## config.mk

```make
export PLATFORM = sky130hd
export DESIGN_NAME = out_port_wrr_sched_flat
export DESIGN_NICKNAME = d
export VERILOG_FILES = /design/src/rtl/out_port_wrr_sched_if.sv /design/src/rtl/out_port_wrr_sched.sv /design/src/flat_wrapper.sv
export SDC_FILE = /design/constraint.sdc
export NUM_CORES = 1
export LEC_CHECK = 0
export CORE_ASPECT_RATIO = 0.7
export CORE_MARGIN = 3
export CORE_UTILIZATION = 45
export CTS_BUF_LIST = sky130_fd_sc_hd__clkbuf_4
export DETAILED_ROUTE_END_ITERATION = 8
export PLACE_DENSITY_LB_ADDON = 0.05
export SETUP_SLACK_MARGIN = 0.2
export SYNTH_ARGS = -nofsm -noshare
export SYNTH_HDL_FRONTEND = slang
export SYNTH_SLANG_ARGS = --single-unit
```

## constraint.sdc

```tcl
create_clock -name clk -period 3.4 [get_ports clk]
set_input_delay 0.68 -clock clk [delete_from_list [all_inputs] [get_ports clk]]
set_output_delay 0.68 -clock clk [all_outputs]
set_load 0.01 [all_outputs]
```

## src/rtl/out_port_wrr_sched_if.sv

```systemverilog
// out_port_wrr_sched_if
//   Bundle between the input-port FIFO read sides / output driver and the
//   weighted round-robin scheduler of one output port.
//   Ports (signals):
//     req, last    : per-requester head-of-line beat valid and end-of-packet
//     out_ready    : output driver accepts a beat this cycle
//     cfg_we/idx/weight : weight register write port
//     gnt, gnt_idx : one-hot grant and its index
//     beat_xfer    : a beat moves this cycle
//     pkt_done     : pulse after a last-beat transfer
//     err_timeout  : pulse on forced release of a stalled lock
//   Modports: master = requesters/driver/config side, slave = scheduler.
interface out_port_wrr_sched_if #(
  parameter int N_REQ    = 4,
  parameter int WEIGHT_W = 4
);
  localparam int IDX_W = $clog2(N_REQ);

  logic [N_REQ-1:0]    req;
  logic [N_REQ-1:0]    last;
  logic                out_ready;
  logic                cfg_we;
  logic [IDX_W-1:0]    cfg_idx;
  logic [WEIGHT_W-1:0] cfg_weight;

  logic [N_REQ-1:0]    gnt;
  logic [IDX_W-1:0]    gnt_idx;
  logic                beat_xfer;
  logic                pkt_done;
  logic                err_timeout;

  modport master (
    output req, last, out_ready, cfg_we, cfg_idx, cfg_weight,
    input  gnt, gnt_idx, beat_xfer, pkt_done, err_timeout
  );

  modport slave (
    input  req, last, out_ready, cfg_we, cfg_idx, cfg_weight,
    output gnt, gnt_idx, beat_xfer, pkt_done, err_timeout
  );
endinterface

```

## src/rtl/out_port_wrr_sched.sv

```systemverilog
// out_port_wrr_sched
//   Weighted round-robin, packet-granular scheduler for one output port.
//   A grant locks the output to one requester until it transfers a last
//   beat, or until TIMEOUT_CYC locked cycles pass without any transfer.
//   Each requester gets up to weight[i] consecutive packets per turn.
//   Ports:
//     clk         : clock, rising edge
//     rst         : synchronous active-high reset (also resets weights)
//     bus (slave) : req/last/out_ready/cfg_* in, gnt/gnt_idx/beat_xfer/
//                   pkt_done/err_timeout out
//
//   state | meaning
//   ------+---------------------------------------------------------------
//   IDLE  | gnt=0; pick the next requester when any is eligible
//   LOCK  | gnt held on one requester until last beat or timeout
module out_port_wrr_sched #(
  parameter int N_REQ       = 4,
  parameter int WEIGHT_W    = 4,
  parameter int TIMEOUT_CYC = 255
) (
  input logic                 clk,
  input logic                 rst,
  out_port_wrr_sched_if.slave bus
);

  localparam int IDX_W = $clog2(N_REQ);
  localparam int TMO_W = $clog2(TIMEOUT_CYC + 1);

  localparam logic [IDX_W-1:0]    PTR_RST  = IDX_W'(N_REQ - 1);
  localparam logic [TMO_W-1:0]    TMO_LAST = TMO_W'(TIMEOUT_CYC - 1);
  localparam logic [N_REQ-1:0]    ONE_HOT0 = N_REQ'(1);
  localparam logic [WEIGHT_W-1:0] W_ONE    = WEIGHT_W'(1);

  typedef enum logic {
    IDLE = 1'b0,
    LOCK = 1'b1
  } state_t;

  state_t              state;
  logic [WEIGHT_W-1:0] weight [N_REQ];
  logic [WEIGHT_W-1:0] credit;
  logic [IDX_W-1:0]    ptr;
  logic [TMO_W-1:0]    tmo_cnt;

  logic [N_REQ-1:0]    gnt_q;
  logic [IDX_W-1:0]    gnt_idx_q;
  logic                pkt_done_q;
  logic                err_timeout_q;

  logic [N_REQ-1:0]    elig;
  logic [IDX_W-1:0]    cand;
  logic [IDX_W-1:0]    pick_idx;
  logic                any_elig;
  logic                keep_ptr;
  logic [IDX_W-1:0]    sel_idx;
  logic                xfer;
  logic                xfer_last;

  always_comb begin
    elig = '0;
    for (int i = 0; i < N_REQ; i++) begin
      elig[i] = bus.req[i] && (weight[i] != '0);
    end
  end

  // Walk the ring from the farthest candidate (ptr itself) to the nearest
  // (ptr+1); the last hit is therefore the first eligible after ptr.
  always_comb begin
    pick_idx = ptr;
    any_elig = 1'b0;
    cand     = '0;
    for (int k = N_REQ; k >= 1; k--) begin
      cand = IDX_W'((int'(ptr) + k) % N_REQ);
      if (elig[cand]) begin
        pick_idx = cand;
        any_elig = 1'b1;
      end
    end
  end

  // Remaining credit lets the current pointer win again without searching.
  assign keep_ptr = elig[ptr] && (credit != '0);
  assign sel_idx  = keep_ptr ? ptr : pick_idx;

  // gnt is nonzero only in LOCK, so this is the locked requester's beat.
  assign xfer      = (|(gnt_q & bus.req)) && bus.out_ready;
  assign xfer_last = xfer && bus.last[gnt_idx_q];

  always_ff @(posedge clk) begin
    if (rst) begin
      state         <= IDLE;
      ptr           <= PTR_RST;
      credit        <= '0;
      tmo_cnt       <= '0;
      gnt_q         <= '0;
      gnt_idx_q     <= '0;
      pkt_done_q    <= 1'b0;
      err_timeout_q <= 1'b0;
      for (int i = 0; i < N_REQ; i++) begin
        weight[i] <= W_ONE;
      end
    end else begin
      pkt_done_q    <= 1'b0;
      err_timeout_q <= 1'b0;

      // A new weight is visible from the next cycle; a selection in this
      // cycle still reads the old value.
      if (bus.cfg_we && (int'(bus.cfg_idx) < N_REQ)) begin
        weight[bus.cfg_idx] <= bus.cfg_weight;
      end

      case (state)
        IDLE: begin
          if (any_elig) begin
            if (keep_ptr) begin
              credit <= credit - W_ONE;
            end else begin
              ptr    <= pick_idx;
              credit <= weight[pick_idx] - W_ONE;
            end
            gnt_q     <= ONE_HOT0 << sel_idx;
            gnt_idx_q <= sel_idx;
            tmo_cnt   <= '0;
            state     <= LOCK;
          end
        end

        LOCK: begin
          if (xfer) begin
            tmo_cnt <= '0;
            if (xfer_last) begin
              gnt_q      <= '0;
              pkt_done_q <= 1'b1;
              state      <= IDLE;
            end
          end else if (tmo_cnt == TMO_LAST) begin
            // Forced release: drop any remaining credit, keep ptr on the
            // stalled requester so the next search starts just after it.
            gnt_q         <= '0;
            err_timeout_q <= 1'b1;
            credit        <= '0;
            tmo_cnt       <= '0;
            state         <= IDLE;
          end else begin
            tmo_cnt <= tmo_cnt + TMO_W'(1);
          end
        end

        default: begin
          gnt_q <= '0;
          state <= IDLE;
        end
      endcase
    end
  end

  assign bus.gnt         = gnt_q;
  assign bus.gnt_idx     = gnt_idx_q;
  assign bus.beat_xfer   = xfer;
  assign bus.pkt_done    = pkt_done_q;
  assign bus.err_timeout = err_timeout_q;

endmodule

```

## src/flat_wrapper.sv

```systemverilog
// flat-port wrapper written by rule: the top's interface ports become plain ports
module out_port_wrr_sched_flat 
#(
  parameter int N_REQ       = 4,
  parameter int WEIGHT_W    = 4,
  parameter int TIMEOUT_CYC = 255
)
  (clk, rst, bus_req, bus_last, bus_out_ready, bus_cfg_we, bus_cfg_idx, bus_cfg_weight, bus_gnt, bus_gnt_idx, bus_beat_xfer, bus_pkt_done, bus_err_timeout);
  out_port_wrr_sched_if #(.N_REQ(N_REQ), .WEIGHT_W(WEIGHT_W)) bus_i ();
  input logic clk;
  input logic rst;
  input wire logic [$bits(bus_i.req)-1:0] bus_req;
  input wire logic [$bits(bus_i.last)-1:0] bus_last;
  input wire logic [$bits(bus_i.out_ready)-1:0] bus_out_ready;
  input wire logic [$bits(bus_i.cfg_we)-1:0] bus_cfg_we;
  input wire logic [$bits(bus_i.cfg_idx)-1:0] bus_cfg_idx;
  input wire logic [$bits(bus_i.cfg_weight)-1:0] bus_cfg_weight;
  output wire logic [$bits(bus_i.gnt)-1:0] bus_gnt;
  output wire logic [$bits(bus_i.gnt_idx)-1:0] bus_gnt_idx;
  output wire logic [$bits(bus_i.beat_xfer)-1:0] bus_beat_xfer;
  output wire logic [$bits(bus_i.pkt_done)-1:0] bus_pkt_done;
  output wire logic [$bits(bus_i.err_timeout)-1:0] bus_err_timeout;
  assign bus_i.req = bus_req;
  assign bus_i.last = bus_last;
  assign bus_i.out_ready = bus_out_ready;
  assign bus_i.cfg_we = bus_cfg_we;
  assign bus_i.cfg_idx = bus_cfg_idx;
  assign bus_i.cfg_weight = bus_cfg_weight;
  assign bus_gnt = bus_i.gnt;
  assign bus_gnt_idx = bus_i.gnt_idx;
  assign bus_beat_xfer = bus_i.beat_xfer;
  assign bus_pkt_done = bus_i.pkt_done;
  assign bus_err_timeout = bus_i.err_timeout;
  out_port_wrr_sched #(.N_REQ(N_REQ), .WEIGHT_W(WEIGHT_W), .TIMEOUT_CYC(TIMEOUT_CYC)) u_core (.clk(clk), .rst(rst), .bus(bus_i));
endmodule
```

==> flow_summary_export.csv <==
group,metric,value,unit
run_status,run_status,"finished clean",
detailed_routing,first_pass_iters,4,
timing,rsz0062_at_grt,"no",
timing,fin_skew,0.00729,ns
floorplan,rows,19,
detailed_routing,remaining_drc_errors,0,
clocking,clock_latency,0.34,ns
detailed_routing,met2WireLength,2090,µm
clocking,cts_hold_buf,0,
final_layout,area_growth,20.2,%
clocking,cts_tree,"yes",
worst_setup_path,start_kind,"primary input",
synthesis,synth-seq-cells,39,
hold_path,whs_path_depth,2,
flow_run,maxCapViolCount,0,
pwr,peakVddDrop,304,µV
floorplan,die-area,5360,µm²
global_routing,grt_first_pass_wirelength,7690,µm
synthesis,ys_seq_area_share,46.4,%
global_routing,grt_usage,18.4,%
worst_setup_path,path_max_fanout,3,
global_routing,grt_max_degree,17,
synthesis,synth_area,2030,µm²
final_layout,n_antenna_cell,0,
synthesis,synth_top_area_share,23.7,%
detailed_routing,via_per_inst,5.64,
worst_setup_path,reg2reg_slack,0.58,ns
pwr,power_leakage,0.903,nW
final_layout,fin_nets,249,
place,hpwl,3660,µm
pwr,power_per_cell_area,568,nW/µm²
synthesis,netlist_instances,196,
detailed_routing,totalWireLength,4650,µm
clocking,path_clk_slew,0.13,ns
global_routing,grt_pass1_vias,1561,
clocking,htree_levels,2,
timing,fin_crit,2.83,ns
hold_path,hold_end,"u_core.bus.gnt_idx[0]$_SDFFE_PP0P_",
detailed_routing,met3_length,174,µm
place,port_buffers,26,
synthesis,synthDistinctLibCells,48,
worst_setup_path,critPathArrivalTime,2.15,ns
floorplan,die_w,86.2,µm
timing,finalHoldViolations,0,
detailed_routing,num_vias,1584,
timing,max_slew_margin,46.8,%
synthesis,yosysTopAreaCell,"edfxtp_1",
timing,setup_viol,0,
place,place.gp.congestion,0.910,
global_routing,grt_overflow,0,
synthesis,synth_nets,217,
floorplan,start_util,49.3,%
worst_setup_path,reg2reg_depth,9,
synthesis,yosys_warnings,0,
synthesis,syn_area_per_cell,10.3,µm²
hold_path,worstHoldStart,"u_core.bus.gnt_idx[0]$_SDFFE_PP0P_",
synthesis,synth_top_cells_by_area,"edfxtp_1, dfxtp_1, and2_1",
final_layout,drive_above_1_share,10.5,%
clocking,root_buffer,"clkbuf_4",
timing,setup_slack,0.566,ns
place,post-place-ws,0.305,ns
worst_setup_path,r2r-start,"u_core.weight[0][0]$_SDFFCE_PN1P_",
worst_setup_path,crit_path_end_kind,"output pin",
timing,worst_pin_slew,0.788,ns
hold_path,worstHoldPathType,"reg2reg",
clocking,cts_setup_buffers,0,
floorplan,ioPinCount,27,
timing,drv_slew,0,
clocking,cts_resized,0,
worst_setup_path,cp.required,2.72,ns
timing,post-route-period-util,83.3,%
timing,tns,0,ns
worst_setup_path,worstReg2RegEnd,"u_core.credit[1]$_SDFFE_PP0P_",
floorplan,coreArea,4110,µm²
clocking,cts_buffers,5,
floorplan,fp.dieH,62.2,µm
clocking,cts_sinks,39,
clocking,cts.path.max_buffers,2,
detailed_routing,top_layer_used,"met4",
detailed_routing,drtIter0Drc,108,
timing,hold_ws,0.514,ns
global_routing,antenna_found_initial,0,
detailed_routing,routedWlPerCell,16.6,µm
detailed_routing,ant_nets,0,
timing,fmax,353,MHz
detailed_routing,wl_met1,2290,µm
worst_setup_path,critical_path_class,"in2out",
## synthesized netlist by cell type, drive strengths merged
cell / count
a211oi: 1
a21o: 1
a21oi: 5
a22o: 3
a22oi: 3
a31o: 1
a32o: 1
a32oi: 4
and2: 14
and3: 1
and4: 4
clkbuf: 3
dfxtp: 23
edfxtp: 16
ha: 3
inv: 7
mux2: 3
mux2i: 5
mux4: 2
nand2: 19
nand2b: 6
nand3: 9
nand4: 1
nor2: 19
nor2b: 3
nor3: 2
nor3b: 3
o2111ai: 1
o211ai: 2
o21ai: 4
o221a: 2
o221ai: 2
o22ai: 1
o41a: 4
o41ai: 4
or2: 5
or4: 1
xnor2: 4
xor2: 4
## sequential cells by signal, summed over array words and instances (netlist names)
name                    cells
u_core.bus.gnt              4
u_core.bus.pkt_done         1
u_core.tmo_cnt              8
u_core.bus.gnt_idx          2
u_core.credit               4
u_core.weight              16
u_core.state                1
u_core.ptr                  2
u_core.bus.err_timeout      1
## worst max path at each step
stage                                       from                            end  slack, ns  cells past startpoint
2_1_floorplan  u_core.weight[1][2]$_SDFFCE_PN0P_  u_core.credit[1]$_SDFFE_PP0P_       0.89                      9
3_3_place_gp                          bus_req[1]  u_core.credit[1]$_SDFFE_PP0P_       0.37                     10
3_5_place_dp                          bus_req[1]  u_core.credit[1]$_SDFFE_PP0P_       0.31                     10
4_1_cts                               bus_req[3]                  bus_beat_xfer       0.56                      5
5_1_grt                               bus_req[3]                  bus_beat_xfer       0.45                      5
6_report                              bus_req[1]                  bus_beat_xfer       0.57                      5
## worst max-delay path, stage by stage
cell             delay [ns]
clkdlybuf4s50_1        0.45
a22o_1                 0.28
o21ai_0                0.21
inv_1                  0.06
clkdlybuf4s50_1        0.48
## per-stage QoR
step	utilization (%)	instances	area [µm²]	power, W
4_1_cts	59.3	281	2440	0.00139
3_5_place_dp	57.3	273	2360	0.00107
6_report	59.3	281	2440	0.00138
3_3_place_gp	57.3	273	2360	0.00107
5_1_grt	59.3	281	2440	0.00147
2_1_floorplan	-	196	2030	0.000920
## report_power, final
part / total [W] / internal, W / switching [W]
registers: 0.000606 / 0.000545 / 0.0000615
clock network: 0.000316 / 0.000155 / 0.000161
logic: 0.000462 / 0.000224 / 0.000239
total: 0.00138 / 0.000923 / 0.000462
## area by class of cell
class                   instances  area [µm²]
well taps                      52        65.1
fillers                       375        1680
clock buffers                   5        37.5
repair buffers                 28         275
flip-flops and latches         39         941
clock inverters                 3        42.5
multi-input cells             147        1050
inverters                       7        26.3
## layer usage
layer	GRT usage, %	vias up
li1	-	797
met1	26.1	740
met2	27.6	39
met3	3.96	8
met4	6.42	0
met5	0	-
## cells by family (layout without fill, tap and decap cells)
family	Yosys count	in the layout	share of synthesized area [%]
flip-flops	39	39	46.4
adder cells (fa/ha/maj)	3	3	1.85
AO/OA/AOI/OAI	39	39	16.8
AND/OR/NAND/NOR	87	87	23.1
XOR/XNOR	8	8	3.45
multiplexers	10	10	6.54
buffers and inverters	10	43	1.85
## cells in the final DEF (no fill, tap or decap), types with 3 or more instances in the layout
cell type,n
edfxtp_1,16
nand2b_1,6
a22o_1,3
and2_1,14
dfxtp_1,23
or2_2,3
mux2i_1,5
ha_1,3
nand2_1,17
nor2b_1,3
xnor2_1,4
a21oi_1,5
inv_1,7
nor2_1,19
o41ai_1,3
a22oi_1,3
nand3_1,8
clkdlybuf4s50_1,26
o41a_1,4
xor2_1,4
and4_1,4
nor3b_1,3
clkbuf_4,5
Note: power is estimated with default switching activity, not from simulation.
